**src/rtl/daccess_arbiter.sv**
```systemverilog
// daccess_arbiter: shares the CPU data-access bus between the MEM-stage
// requester (m0) and a secondary master (m1). One transaction in flight at
// a time; fixed-priority or round-robin arbitration; per-transaction timeout.
module daccess_arbiter #(
  parameter int TIMEOUT_CYCLES = 255,
  parameter int CNT_W          = 8,
  parameter bit RR_EN          = 1'b1
) (
  input  logic        cpu_clk,
  input  logic        cpu_rstn,
  input  logic        m0_req,
  input  logic [3:0]  m0_we,
  input  logic [31:0] m0_addr,
  input  logic [31:0] m0_wdata,
  output logic        m0_gnt,
  output logic        m0_rvalid,
  output logic [31:0] m0_rdata,
  output logic        m0_wresp,
  output logic        m0_err,
  input  logic        m1_req,
  input  logic [3:0]  m1_we,
  input  logic [31:0] m1_addr,
  input  logic [31:0] m1_wdata,
  output logic        m1_gnt,
  output logic        m1_rvalid,
  output logic [31:0] m1_rdata,
  output logic        m1_wresp,
  output logic        m1_err,
  output logic [3:0]  daccess_ren,
  output logic [3:0]  daccess_wen,
  output logic [31:0] daccess_addr,
  output logic [31:0] daccess_wdata,
  input  logic        daccess_valid,
  input  logic [31:0] daccess_rdata,
  input  logic        daccess_wresp,
  output logic        busy
);

  localparam logic [1:0] ST_IDLE = 2'd0;
  localparam logic [1:0] ST_RD   = 2'd1;
  localparam logic [1:0] ST_WR   = 2'd2;

  // Counter value of the last cycle in which a response is still accepted.
  localparam logic [CNT_W-1:0] CNT_LAST = CNT_W'(TIMEOUT_CYCLES - 1);

  logic [1:0]       state_q, state_d;
  logic             owner_q, owner_d;   // 0 = m0, 1 = m1
  logic             last_q, last_d;     // master granted most recently
  logic             first_q, first_d;   // first cycle of RD/WR: bus strobe
  logic [3:0]       we_q, we_d;
  logic [31:0]      addr_q, addr_d;
  logic [31:0]      wdata_q, wdata_d;
  logic [31:0]      rdata_q, rdata_d;
  logic [CNT_W-1:0] cnt_q, cnt_d;
  logic [1:0]       rvalid_q, rvalid_d; // per-master completion pulses
  logic [1:0]       wresp_q, wresp_d;
  logic [1:0]       err_q, err_d;

  logic idle, win, grant, hit, expire;
  logic [3:0] sel_we;

  // Arbitration and response qualification for the current cycle.
  always_comb begin
    idle = (state_q == ST_IDLE);
    if (m0_req && m1_req) win = RR_EN ? ~last_q : 1'b0;
    else                  win = m1_req;
    // Gated by reset so that a held request cannot grant while in reset.
    grant  = cpu_rstn && idle && (m0_req || m1_req);
    sel_we = win ? m1_we : m0_we;
    // Only the response matching the transaction type is honoured.
    hit    = ((state_q == ST_RD) && daccess_valid) ||
             ((state_q == ST_WR) && daccess_wresp);
    expire = !idle && !hit && (cnt_q == CNT_LAST);
  end

  // Next-state logic: latch request on grant, retire on response or timeout.
  always_comb begin
    state_d  = state_q;
    owner_d  = owner_q;
    last_d   = last_q;
    first_d  = 1'b0;
    we_d     = we_q;
    addr_d   = addr_q;
    wdata_d  = wdata_q;
    rdata_d  = rdata_q;
    cnt_d    = cnt_q;
    rvalid_d = 2'b00;
    wresp_d  = 2'b00;
    err_d    = 2'b00;
    case (state_q)
      ST_IDLE: begin
        if (grant) begin
          owner_d = win;
          last_d  = win;
          we_d    = sel_we;
          addr_d  = win ? m1_addr : m0_addr;
          wdata_d = win ? m1_wdata : m0_wdata;
          first_d = 1'b1;
          cnt_d   = '0;
          state_d = (sel_we != 4'h0) ? ST_WR : ST_RD;
        end
      end
      ST_RD, ST_WR: begin
        if (hit) begin
          state_d = ST_IDLE;
          if (state_q == ST_RD) begin
            rvalid_d[owner_q] = 1'b1;
            rdata_d           = daccess_rdata;
          end else begin
            wresp_d[owner_q] = 1'b1;
          end
        end else if (expire) begin
          state_d         = ST_IDLE;
          err_d[owner_q]  = 1'b1;
        end else begin
          cnt_d = cnt_q + 1'b1;
        end
      end
      default: state_d = ST_IDLE;
    endcase
  end

  // State registers; reset leaves the RR pointer on m1 so m0 wins the first tie.
  always_ff @(posedge cpu_clk or negedge cpu_rstn) begin
    if (!cpu_rstn) begin
      state_q  <= ST_IDLE;
      owner_q  <= 1'b0;
      last_q   <= 1'b1;
      first_q  <= 1'b0;
      we_q     <= 4'h0;
      addr_q   <= 32'h0;
      wdata_q  <= 32'h0;
      rdata_q  <= 32'h0;
      cnt_q    <= '0;
      rvalid_q <= 2'b00;
      wresp_q  <= 2'b00;
      err_q    <= 2'b00;
    end else begin
      state_q  <= state_d;
      owner_q  <= owner_d;
      last_q   <= last_d;
      first_q  <= first_d;
      we_q     <= we_d;
      addr_q   <= addr_d;
      wdata_q  <= wdata_d;
      rdata_q  <= rdata_d;
      cnt_q    <= cnt_d;
      rvalid_q <= rvalid_d;
      wresp_q  <= wresp_d;
      err_q    <= err_d;
    end
  end

  // Output decode; read data is presented only to the owner during its pulse.
  always_comb begin
    m0_gnt        = grant & ~win;
    m1_gnt        = grant & win;
    m0_rvalid     = rvalid_q[0];
    m1_rvalid     = rvalid_q[1];
    m0_rdata      = rvalid_q[0] ? rdata_q : 32'h0;
    m1_rdata      = rvalid_q[1] ? rdata_q : 32'h0;
    m0_wresp      = wresp_q[0];
    m1_wresp      = wresp_q[1];
    m0_err        = err_q[0];
    m1_err        = err_q[1];
    daccess_ren   = ((state_q == ST_RD) && first_q) ? 4'hF : 4'h0;
    daccess_wen   = ((state_q == ST_WR) && first_q) ? we_q : 4'h0;
    daccess_addr  = addr_q;
    daccess_wdata = wdata_q;
    busy          = (state_q != ST_IDLE);
  end

endmodule

```
**config.mk**
```make
export PLATFORM = sky130hd
export DESIGN_NAME = daccess_arbiter
export DESIGN_NICKNAME = d
export VERILOG_FILES = /design/src/rtl/daccess_arbiter.sv
export SDC_FILE = /design/constraint.sdc
export NUM_CORES = 1
export LEC_CHECK = 0
export ABC_AREA = 0
export CORE_MARGIN = 1.5
export CORE_UTILIZATION = 35
export DETAILED_ROUTE_END_ITERATION = 16
export GPL_TIMING_DRIVEN = 0
export PLACE_DENSITY = 0.78
export SYNTH_ARGS = -nofsm -noshare
export SYNTH_HDL_FRONTEND = slang
export SYNTH_SLANG_ARGS = --single-unit
```
**constraint.sdc**
```tcl
create_clock -name cpu_clk -period 1.8 [get_ports cpu_clk]
set_input_delay 0.36 -clock cpu_clk [delete_from_list [all_inputs] [get_ports cpu_clk]]
set_output_delay 0.36 -clock cpu_clk [all_outputs]
set_load 0.05 [all_outputs]
```
==> metrics, run 1 <==
final wirelength around 22000 microns; drt pass-1 iters 9; status finished with violations; P per Cell Area 1530 nW/um^2; fin cells around 1100; required time of the critical path between 2 and 2.5 ns; via/cell ratio around 5.0; # rows between 40 and 50; FF+latch count, synth 119; clock skew 0.00766 ns; Clk pin slew, worst setup/hold paths ~0.06 ns; largest family of logic cells by synthesized area compound AO/OA/AOI/OAI gates; total of fill cells in the finished design approximately 1200; Hold Vio Cnt, Final 57; pin count of the biggest net entering global routing 62; Longest Clk Path Bufs 2; Sink Count roughly 120; Tcrit/Tclk final 1.11; Die X ~130 microns; Synth cell types 44; crit path to cnt_q[2]; Stages on worst setup path 10; Final setup viols 57; Compound-Gate Fraction of Synth Area 0.152; RD Place Congestion around 0.85; All-Layer GR Usage 0.246; Crit. End Element register; Crit. Startpoint state_q[0]; crit path cell chain inv_2, ha_4, o211ai_4, buf_6, buf_8, inv_8, nor2_4, nor3_4, and3b_2, a211o_1; CP delay by family, top simple AND/OR/NAND/NOR gates; mapped cell area between 5000 and 6000 sq um; Die Area between 15000 and 20000 sq um; Least-Margin Pin Slew 0.600 ns; total power about 0.016 W; Final Util 0.688; Initial DRC Count 471; Hold Crit Class in2async; worst path arrival time ~2.3 ns; DR vias roughly 5600; gate count after technology mapping between 400 and 500; Post-Synth Simple-Gate Area 0.140; post-synthesis mux area share 0.0779; RSZ-0062 raised after global routing true; WL/cell 19.6 microns; htree depth 4; Routed Antenna Nets 0; max_cap viols 0; slowest CP cell dfrtp_1; Critical R2R Launch state_q[0]; root buffer cell clkbuf_16; failing checks hold timing, setup timing; Num CTS Buffers 17; worst setup slack after layout -0.192 ns; Post-DP HPWL 14700 microns; Top Ports between 300 and 400; I/O Buffers about 320; worst-case reg-to-reg path depth 10; Die H between 100 and 150 microns; CP bufs+invs 4; Slew headroom 0.600; Fmax achieved roughly 0.5 GHz; Final Critical Period 1.99 ns; DRC 0; CP Max Fanout 5; Crit Path Category reg2reg; dpl cells just over 1000; CTS tree built; Area Overhead vs Synth 90.2%; Post-Synth XOR/XNOR Area 0; Synth Area per Inst 11.3 sq um; hold slack -0.0754 ns; Post-Synthesis Net Count 670; clk_lat worst skew ~0.42 ns; CP max stage delay 0.38 ns; Leak Pwr 5.15 nW; reg2reg setup slack -0.19 ns; Core Region around 15000 sq um; Worst IR Drop VDD ~0.00094 V; Warnings, synthesis 0; total global routing overflow 0; vias in the first global route around 5500; initial antenna violation count 2; post-synthesis sequential area ratio 0.538; first-pass GRT wire length between 30000 and 40000 microns; Post-Synth Adder-Cell Area 0.0113; critical path startpoint category register; Initial Utilization 0.362; final slew viol count 0; RR Endpoint cnt_q[2]; nets between 1000 and 1500; share of cells above drive strength 1 0.307
==> how the worst min path moves through the flow <==
stage | to | slack, ns | depth (start not counted)
after floorplan | cnt_q[0] | 0.06 | 0
after global placement | we_q[0] | 0.46 | 2
after detailed placement | rdata_q[29] | 0.38 | 1
after CTS | rdata_q[29] | -0.06 | 1
after global routing | rdata_q[29] | -0.03 | 1
final | rdata_q[29] | -0.08 | 1
==> cells in the final DEF, fill, tap and decap left out, types with 15 or more instances in the layout <==
master / n
inv_1: 65
a222oi_1: 64
dlygate4sd2_1: 69
buf_6: 26
nand2_1: 15
clkdlybuf4s50_1: 171
dfrtp_1: 116
clkbuf_16: 27
mux2_2: 31
buf_8: 20
buf_4: 83
and2_1: 64
==> cell usage after synthesis (all sizes together) <==
master  number  area share
dfrtp      118        0.53
inv         69       0.047
and2        67       0.076
a222oi      64        0.12
mux2        33       0.067
clkbuf      19       0.015
buf         18       0.021
nand2       18       0.012
nor2        14       0.011
o21ai       12       0.011
and3         8      0.0090
mux2i        6       0.011
nand3        6      0.0054
nor3         6      0.0075
ha           5       0.011
a21oi        4      0.0036
a21o         2      0.0027
nand4        2      0.0034
nor4b        2      0.0032
o211ai       2      0.0052
a211o        1      0.0016
a211oi       1      0.0014
a21boi       1      0.0034
a221o        1      0.0018
a31oi        1      0.0011
and3b        1      0.0018
dfstp        1      0.0047
nand2b       1      0.0011
nand3b       1      0.0036
nor2b        1      0.0011
nor4         1      0.0011
nor4bb       1      0.0018
o211a        1      0.0018
o22ai        1      0.0011
o31ai        1      0.0014
or4b         1      0.0018
==> logic make-up (layout without fill, tap and decap cells) <==
| family | Yosys count | in the layout |
|---|---|---|
| simple gates | 130 | 130 |
| flops | 119 | 119 |
| buf+inv | 106 | 504 |
| compound gates | 92 | 92 |
| mux | 39 | 39 |
| fa+ha+maj | 5 | 5 |
| other cells | 0 | 2 |
==> per-layer routing <==
layer / track usage / routed length, microns
met1: 0.271 / 7780
met2: 0.440 / 11400
met3: 0.0848 / 1860
met4: 0.0905 / 511
met5: 0 / 0
==> cell type report <==
type / instances / area (sq um) / area share
sequential: 119 / 2980 / 0.283
antenna: 2 / 5.00 / 0.000475
inverter: 69 / 272 / 0.0258
clock buffer: 20 / 467 / 0.0443
multi-input combinational: 266 / 2330 / 0.221
buffer: 35 / 447 / 0.0424
tap: 211 / 264 / 0.0251
timing repair buffer: 368 / 3590 / 0.341
clock inverter: 12 / 174 / 0.0165
==> flip-flops by register name, indices dropped and copies added (netlist names), 2 cells and up <==
name	count
cnt_q	8
daccess_addr	32
daccess_wdata	32
err_q	2
rdata_q	32
rvalid_q	2
state_q	2
we_q	4
wresp_q	2
==> power breakdown <==
| part | switching [W] | internal, W | leakage, nW |
|---|---|---|---|
| Clock | 0.00123 | 0.00242 | 0.304 |
| Sequential | 0.000763 | 0.00382 | 1.49 |
| Combinational | 0.00483 | 0.00308 | 3.35 |
| Total | 0.00683 | 0.00932 | 5.15 |
==> per-stage QoR <==
step           area, sq um  TNS [ns]  worst slack, ns
2_1_floorplan         5560   -0.0450          -0.0277
6_report             10500     -3.29           -0.192
3_3_place_gp          9010   -990.38            -5.81
5_1_grt              10500    -10.43           -0.284
3_5_place_dp          9030    -76.73            -1.36
4_1_cts              10100     -3.74           -0.296
==> repair_timing <==
action / CTS / global route
gates cloned: 3 / 6
buffers inserted: 21 / 21
pin swaps: 43 / 45
resized for setup: 623 / 73
hold endpoints to repair: 57 / 39
setup endpoints to repair: 256 / 173
Power figures use the tool's default switching activity.
==> run 2, diff against run 1 <==
--- a/config.mk
+++ b/config.mk
@@ -6,11 +6,12 @@
 export NUM_CORES = 1
 export LEC_CHECK = 0
 export ABC_AREA = 0
-export CORE_MARGIN = 1.5
-export CORE_UTILIZATION = 35
+export CORE_AREA = 2 2 125 127
 export DETAILED_ROUTE_END_ITERATION = 16
+export DIE_AREA = 0 0 127 129
+export DONT_BUFFER_PORTS = 1
 export GPL_TIMING_DRIVEN = 0
-export PLACE_DENSITY = 0.78
+export PLACE_DENSITY = 0.53
 export SYNTH_ARGS = -nofsm -noshare
 export SYNTH_HDL_FRONTEND = slang
 export SYNTH_SLANG_ARGS = --single-unit
==> run 2 against run 1 <==
Net effect:
- the run still ends with hold timing, setup timing left
- cell area decreased by 25%
- highest routed layer unchanged
- global-route usage shrank 4.4 points
- largest power group is now sequential cells
- setup slack better by 0.041 ns
- total power fell by 11%
- clock skew down 0.0012 ns
- maximum frequency up 2.1%
==> metrics, run 2 (synthesis gave the netlist of run 1 again) <==
Die X roughly 130 microns; Setup TNS Final -5.73 ns; Hold Crit Class in2async; root buffer cell clkbuf_16; initial antenna violation count 0; Sink Count 119; Final Critical Period between 1.5 and 2 ns; Core Region 15000 sq um; CP max stage delay 0.40 ns; I/O Buffers 0; grt peak-use layer met2; CP delay by family, top flip-flops; Die H ~130 microns; Crit. End Element primary output; Area Overhead vs Synth 42.3%; worst setup slack after layout -0.151 ns; total power between 0.01 and 0.015 W; Tcrit/Tclk final 1.08; Top Ports 319; met3 GRT Util 0.0848; Final setup viols 83; leading cell type in the layout, fill and taps excluded dfrtp_1; All-Layer GR Usage 0.202; # rows 45; final wirelength ~18000 microns; vias in the first global route roughly 4500; RSZ-0062 raised after global routing true; Final Util 0.526; Setup WS pre-CTS -0.472 ns; post-route design area approximately 8000 sq um; worst path arrival time 1.59 ns; hold slack -0.353 ns; RD Place Congestion 0.807; crit path cell chain inv_2, ha_4, o211ai_4, nor2_4, clkbuf_16; clock skew ~0.0065 ns; htree depth 4; dpl cell area roughly 5800 sq um; pin count of the biggest net entering global routing between 100 and 150; final slew viol count 0; Routed Antenna Nets 0; P per Cell Area 1830 nW/um^2; Fmax achieved 0.513 GHz; DR vias between 4000 and 5000; Initial DRC Count approximately 460; most frequent cells in the layout dfrtp_1, inv_1, a222oi_1, and2_4; Post-DP HPWL about 12000 microns; Stages on worst setup path 5; first-pass GRT wire length ~25000 microns; share of cells above drive strength 1 0.462; Initial Utilization 0.370; required time of the critical path about 1.4 ns; clk_lat worst skew approximately 0.41 ns; via/cell ratio approximately 5.7; met2 Usage GRT 0.372; Die Area approximately 16000 sq um; nets 747; Longest Clk Path Bufs 2; Leak Pwr roughly 3.8 nW; critical path startpoint category register; CP bufs+invs 2; CTS tree built; failing checks hold timing, setup timing; WL/cell ~23 microns; DRC 0; Worst IR Drop VDD between 0.0009 and 0.001 V; Num CTS Buffers 17; Slew headroom 0.639; Diodes inserted 0; slowest CP cell dfrtp_1; worst-case reg-to-reg path depth 8; CP Max Fanout 5; Clk pin slew, worst setup/hold paths about 0.050 ns; drt pass-1 iters 9; status finished with violations; met1 usage 0.209; total global routing overflow 0; Crit Path Category reg2out; max_cap viols 0; Hold Vio Cnt, Final around 120; Least-Margin Pin Slew 0.541 ns
[run 2: worst reg2reg max path, stage by stage (launching register included)]
cell	delay, ns
dfrtp_1	0.40
inv_2	0.11
ha_4	0.20
buf_4	0.13
nand3b_4	0.15
nor2_2	0.06
nor3_2	0.15
mux2_4	0.31
a221o_1	0.28
[run 2: through the flow]
step / cells / hold slack [ns]
global route: 768 / -0.383
global placement: 679 / 0.0673
CTS: 748 / -0.379
floorplan: 491 / 0.0644
detailed placement: 679 / 0.0668
finish: 768 / -0.353
[run 2: power breakdown]
part | internal [W] | switching [W]
Combinational | 0.00225 | 0.00178
Clock | 0.00191 | 0.00120
Sequential | 0.00377 | 0.00353
[run 2: final timing paths]
path | slack, ns | start | end
setup / recovery | -0.15 | state_q[1] | m0_gnt
hold / removal | -0.35 | cpu_rstn | rdata_q[28]
setup reg to reg | -0.10 | state_q[1] | cnt_q[5]
hold reg to reg | 0.50 | we_q[1] | we_q[1]
max in group asynchronous | 1.94 | cpu_rstn | daccess_wdata[1]
min in group cpu_clk | 0.07 | m1_wdata[28] | daccess_wdata[28]
[run 2: layer usage]
metal  vias up  routed length [microns]
li1       1925                        -
met1      2211                     6130
met2       256                     9740
met3        21                     1880
met4         0                      247
met5         -                        0
[run 2: timing repair]
item                                    4_1_cts  5_1_grt
cloned                                       11        4
pin swaps                                    70       30
resized for setup                           259       94
endpoints found under the hold margin       119      119
buffers inserted                             28       24
endpoints found under the setup margin      187      182
[run 2: cell type report]
cell class | count | area, sq um
Clock buffer | 18 | 439
Buffer | 32 | 454
Inverter | 69 | 275
Multi-Input combinational cell | 266 | 2600
Fill cell | 1261 | 7090
Timing Repair Buffer | 63 | 786
Sequential cell | 119 | 2990
Clock inverter | 13 | 108
Tap cell | 188 | 235
